File: config.mk
export PLATFORM = sky130hd
export DESIGN_NAME = apb_uart_master
export DESIGN_NICKNAME = d
export VERILOG_FILES = /design/src/rtl/apb_uart_master.sv
export SDC_FILE = /design/constraint.sdc
export NUM_CORES = 1
export LEC_CHECK = 0
export CAP_MARGIN = 10
export CORE_MARGIN = 5
export CORE_UTILIZATION = 38
export CTS_CLUSTER_DIAMETER = 40
export DETAILED_ROUTE_END_ITERATION = 7
export HOLD_SLACK_MARGIN = 0.12
export PLACE_DENSITY = 0.77
export SETUP_SLACK_MARGIN = 0.1
export SLEW_MARGIN = 20
export SYNTH_ARGS = -nofsm -noshare
export SYNTH_HDL_FRONTEND = slang
export SYNTH_SLANG_ARGS = --single-unit
File: constraint.sdc
create_clock -name PCLK -period 2.1 [get_ports PCLK]
set_input_delay 0.42 -clock PCLK [delete_from_list [all_inputs] [get_ports PCLK]]
set_output_delay 0.42 -clock PCLK [all_outputs]
set_load 0.02 [all_outputs]
File: src/rtl/apb_uart_master.sv
// apb_uart_master: APB requester that turns a valid/ready command into one APB transfer
//   towards the UART register map (DATA 0x0, CTRL 0x4, STAT 0x8, INT 0xC).
// Ports:
//   PCLK, PRESETn                  clock, asynchronous active-low reset
//   cmd_valid/cmd_ready            command handshake, accepted when both high at a PCLK edge
//   cmd_write/cmd_addr/cmd_wdata   direction, register address, write data
//   rsp_valid                      one-cycle completion pulse
//   rsp_rdata/rsp_err/rsp_timeout  read data, error (PSLVERR or timeout), watchdog abort flag
//   PSEL/PENABLE/PWRITE/PADDR/PWDATA  APB request signals (registered)
//   PREADY/PRDATA/PSLVERR          APB completion signals, sampled only in ACCESS
module apb_uart_master #(
  parameter int ADDR_WIDTH     = 4,
  parameter int DATA_WIDTH     = 16,
  parameter int TIMEOUT_CYCLES = 16
) (
  input  logic                  PCLK,
  input  logic                  PRESETn,
  input  logic                  cmd_valid,
  output logic                  cmd_ready,
  input  logic                  cmd_write,
  input  logic [ADDR_WIDTH-1:0] cmd_addr,
  input  logic [DATA_WIDTH-1:0] cmd_wdata,
  output logic                  rsp_valid,
  output logic [DATA_WIDTH-1:0] rsp_rdata,
  output logic                  rsp_err,
  output logic                  rsp_timeout,
  output logic                  PSEL,
  output logic                  PENABLE,
  output logic                  PWRITE,
  output logic [ADDR_WIDTH-1:0] PADDR,
  output logic [DATA_WIDTH-1:0] PWDATA,
  input  logic                  PREADY,
  input  logic [DATA_WIDTH-1:0] PRDATA,
  input  logic                  PSLVERR
);
  localparam logic [1:0] IDLE   = 2'd0;
  localparam logic [1:0] SETUP  = 2'd1;
  localparam logic [1:0] ACCESS = 2'd2;
  localparam int CW = TIMEOUT_CYCLES > 0 ? $clog2(TIMEOUT_CYCLES + 1) : 1;
  localparam bit WD_EN = TIMEOUT_CYCLES != 0;
  localparam logic [CW-1:0] LAST = CW'(TIMEOUT_CYCLES > 0 ? TIMEOUT_CYCLES - 1 : 0);
  logic [1:0]    state;
  logic [CW-1:0] wait_cnt;
  logic          timeout_hit;
  // cmd_ready is gated by PRESETn so nothing is accepted while reset is asserted.
  assign cmd_ready   = (state == IDLE) & PRESETn;
  assign timeout_hit = WD_EN && (wait_cnt == LAST);
  always_ff @(posedge PCLK or negedge PRESETn) begin
    if (!PRESETn) begin
      state       <= IDLE;
      wait_cnt    <= '0;
      PSEL        <= 1'b0;
      PENABLE     <= 1'b0;
      PWRITE      <= 1'b0;
      PADDR       <= '0;
      PWDATA      <= '0;
      rsp_valid   <= 1'b0;
      rsp_rdata   <= '0;
      rsp_err     <= 1'b0;
      rsp_timeout <= 1'b0;
    end else begin
      rsp_valid <= 1'b0;
      case (state)
        IDLE: if (cmd_valid) begin
          state   <= SETUP;
          PSEL    <= 1'b1;
          PENABLE <= 1'b0;
          PWRITE  <= cmd_write;
          PADDR   <= cmd_addr;
          PWDATA  <= cmd_wdata;
        end
        SETUP: begin
          state    <= ACCESS;
          PENABLE  <= 1'b1;
          wait_cnt <= '0;
        end
        ACCESS: if (PREADY) begin
          state       <= IDLE;
          PSEL        <= 1'b0;
          PENABLE     <= 1'b0;
          rsp_valid   <= 1'b1;
          rsp_rdata   <= PWRITE ? '0 : PRDATA;
          rsp_err     <= PSLVERR;
          rsp_timeout <= 1'b0;
        end else if (timeout_hit) begin
          state       <= IDLE;
          PSEL        <= 1'b0;
          PENABLE     <= 1'b0;
          rsp_valid   <= 1'b1;
          rsp_rdata   <= '0;
          rsp_err     <= 1'b1;
          rsp_timeout <= 1'b1;
        end else if (wait_cnt != '1) begin
          // saturating wait-state count; never wraps back into the timeout window
          wait_cnt <= wait_cnt + 1'b1;
        end
        default: state <= IDLE;
      endcase
    end
  end
endmodule

==> results.txt <==
Post-Synth XOR/XNOR Area: 0
Pre-CTS setup slack: 40.5 ps
Starting Density: 0.393
Synthesis warning total: 0
DIE AREA: 6830 um2
Syn Area/Cell: 13.7 um2
First-pass GRT wire length: 7790 um
Fin. Hold Viols: 0
Synthesized cell area: 2010 um2
Global Route Usage Sum: 0.152
Largest net degree at the start of global routing: 50
Area taken by multi-input logic gates: 714 um2
CP Capture Type: flip-flop
Die H: 82.7 um
Final worst setup slack: 166 ps
TritonCTS buffer count: 5
Hold Path Class: in2async
Initial DRC count: 60
Syn_nets: 191
Most frequent cell after synthesis: dfrtp_1
Worst clock skew: 10.9 ps
Core Box Area: 5110 um2
Commonest cells in the synthesized netlist: 49 x dfrtp_1, 21 x mux2_2, 16 x a22o_1
Worst-Margin Slew: 621 ps
CP dominant cell by count: ha_2
# fillers: 432
Crit-path max cell delay: 500 ps
Top cell family by delay on the critical path: simple AND/OR/NAND/NOR gates
# rows: 26
Status: complete, no violations
Routed Antenna Nets: 0
FMAX: 517 MHz
DRC viols: 0
Die width: 82.7 um
CP max-delay cell: or4_1
Total Power: 0.00459 W
Synth area leaders: dfrtp_1 61%, mux2_2 12%, a22o_1 7.0%
CP Launch Type: flip-flop
Fin. max-slew vios: 0
DRT Pass-1 Iters: 4
Vias per cell: 5.07
Final min period: 1930 ps
Clock Latency Late Sink: 300 ps
I/O Pins: 85
Largest family of logic cells by synthesized area: compound AO/OA/AOI/OAI gates
Fraction of registers with async set/reset: 1.00
Post-synthesis adder-cell area fraction: 0.0187
Critical Path AT: 2170 ps
Register Area: 1230 um2
Tcrit/Tclk final: 0.921
Initial antenna violation count: 0
Max-cap violations: 0
Mapped Cells: 146
R2R depth: 6
H-tree Lvls: 2
RSZ-0062 raised after global routing: false
Compound-gate portion of the synthesized area: 0.140
Yosys top cell area share: 0.611
Setup TNS: 0 ps
Kind of critical path: reg2reg
Sequential fraction of the synthesis area: 0.611
Post-synth EDFFs: 0
Dominant synthesized flop cell: dfrtp_1
TritonCTS clock tree: built
Critical Path RT: 2330 ps
Leakage power: 1.30 nW
Routed WL: 5030 um
Max-Slew Margin vs Limit: 0.586
Number of global-route vias before repair: 1,601
Peak VDD IR: 0.771 mV
Max Buffers Root-to-Sink: 2
Routed len/inst: 16.3 um
Number of diodes: 0
#FFs+latches synth: 49
Synthesis-to-layout area growth: 53.6%
Crit path buffers/inverters: 0
Port-buffer cells: 84
Post-synthesis simple-gate area fraction: 0.0761
Design Area, Final: 3080 um2
Crit path max fanout: 5
Share of cells above drive strength 1: 0.188
Vias: 1,567
GPL Wtd Cong: 0.835
Clk slew on worst S/H paths: 90 ps
Leading area contributor after synthesis: dfrtp_1
Post-synthesis mux area share: 0.118
Hold-fix buffers, CTS: 0
Final nets: 283
Yosys cell types: 35
Post-DP HPWL: 3690 um
Power per standard cell area: 1490 nW/um2
Placed Area: 2950 um2
Gr ovfl total: 0
Root Buffer: clkbuf_8
Worst path depth: 6
Crit path cell chain: ha_2, and3_1, ha_2, or2_4, or4_1, nand3_1
Final setup fails: 0
CTS Sinks: 49
power breakdown:
group	internal, W	leakage, nW	total [W]	switching [W]
Clock	0.000387	0.0574	0.000703	0.000316
Combinational	0.00120	0.639	0.00228	0.00107
Sequential	0.00137	0.607	0.00161	0.000237
metrics by stage:
stage | cells | hold WS [ps] | util
after floorplan | 146 | 124 | -
after global placement | 300 | 460 | 0.577
after detailed placement | 300 | 466 | 0.577
after CTS | 309 | 261 | 0.602
after global routing | 309 | 297 | 0.603
final | 309 | 225 | 0.603
what timing repair did:
action	CTS	global route
setup endpoints to repair	18	18
hold endpoints to repair	0	0
gates resized for setup	2	3
buffers inserted	1	0
worst paths after layout:
path / slack [ps] / start / end
worst max-delay path: 170 / wait_cnt[1]$_DFFE_PN0P_ / wait_cnt[3]$_DFFE_PN0P_
worst min-delay path: 230 / PRESETn / wait_cnt[4]$_DFFE_PN0P_
worst max register to register: 170 / wait_cnt[1]$_DFFE_PN0P_ / wait_cnt[3]$_DFFE_PN0P_
worst min register to register: 490 / PSEL$_DFFE_PN0P_ / PSEL$_DFFE_PN0P_
max in group asynchronous: 1440 / PRESETn / PWRITE$_DFFE_PN0P_
min in group PCLK: 490 / PSEL$_DFFE_PN0P_ / PSEL$_DFFE_PN0P_
registers in the layout, summed over array words and instances (netlist names):
signal	cells
rsp_err	1
rsp_timeout	1
rsp_valid	1
state	2
PENABLE	1
rsp_rdata	16
PADDR	4
PSEL	1
PWDATA	16
wait_cnt	5
PWRITE	1
cells in the final DEF, fill, tap and decap left out:
cell	Yosys	final
o21bai_1	1	1
o311ai_0	1	1
a22o_1	16	16
nor3b_4	1	1
ha_2	0	2
buf_2	3	1
buf_12	0	1
nand2_1	3	3
dfrtp_1	49	49
and3_1	1	1
a31oi_1	1	1
o32a_1	1	1
o31ai_1	2	2
a21oi_1	6	6
clkinvlp_4	0	1
clkbuf_8	0	6
bufinv_16	0	1
nand3_1	1	1
mux2_2	21	21
a21o_1	1	1
inv_1	5	5
nor2_1	2	2
ha_1	3	1
or3b_2	1	1
o211ai_1	2	2
nor3b_1	3	3
buf_4	1	8
dlygate4sd2_1	0	1
nand2b_1	2	2
nand4b_1	1	1
and2_1	3	3
nor2b_1	2	2
or2_4	0	1
o41a_1	1	1
or4_1	1	1
o21ai_0	4	4
clkdlybuf4s50_1	0	82
nand2_2	1	1
o2111ai_1	1	1
kinds of logic (layout without fill, tap and decap cells):
family	Yosys count	count (layout)
flops	49	49
compound gates	37	37
simple gates	23	23
mux	21	21
buf+inv	13	106
fa+ha+maj	3	3
layout make-up:
type | count | share of cell area
tap | 70 | 0.0284
timing repair buffer | 93 | 0.297
inverter | 5 | 0.00609
clock inverter | 2 | 0.0122
clock buffer | 6 | 0.0268
multi-input combinational | 84 | 0.232
sequential | 49 | 0.398
routing by layer:
metal | vias to the layer above | wire length (um) | global-route usage
li1 | 719 | - | -
met1 | 775 | 1990 | 0.180
met2 | 64 | 2470 | 0.252
met3 | 9 | 492 | 0.0575
met4 | 0 | 78 | 0.0523
met5 | - | 0 | 0
Power figures use the tool's default switching activity.
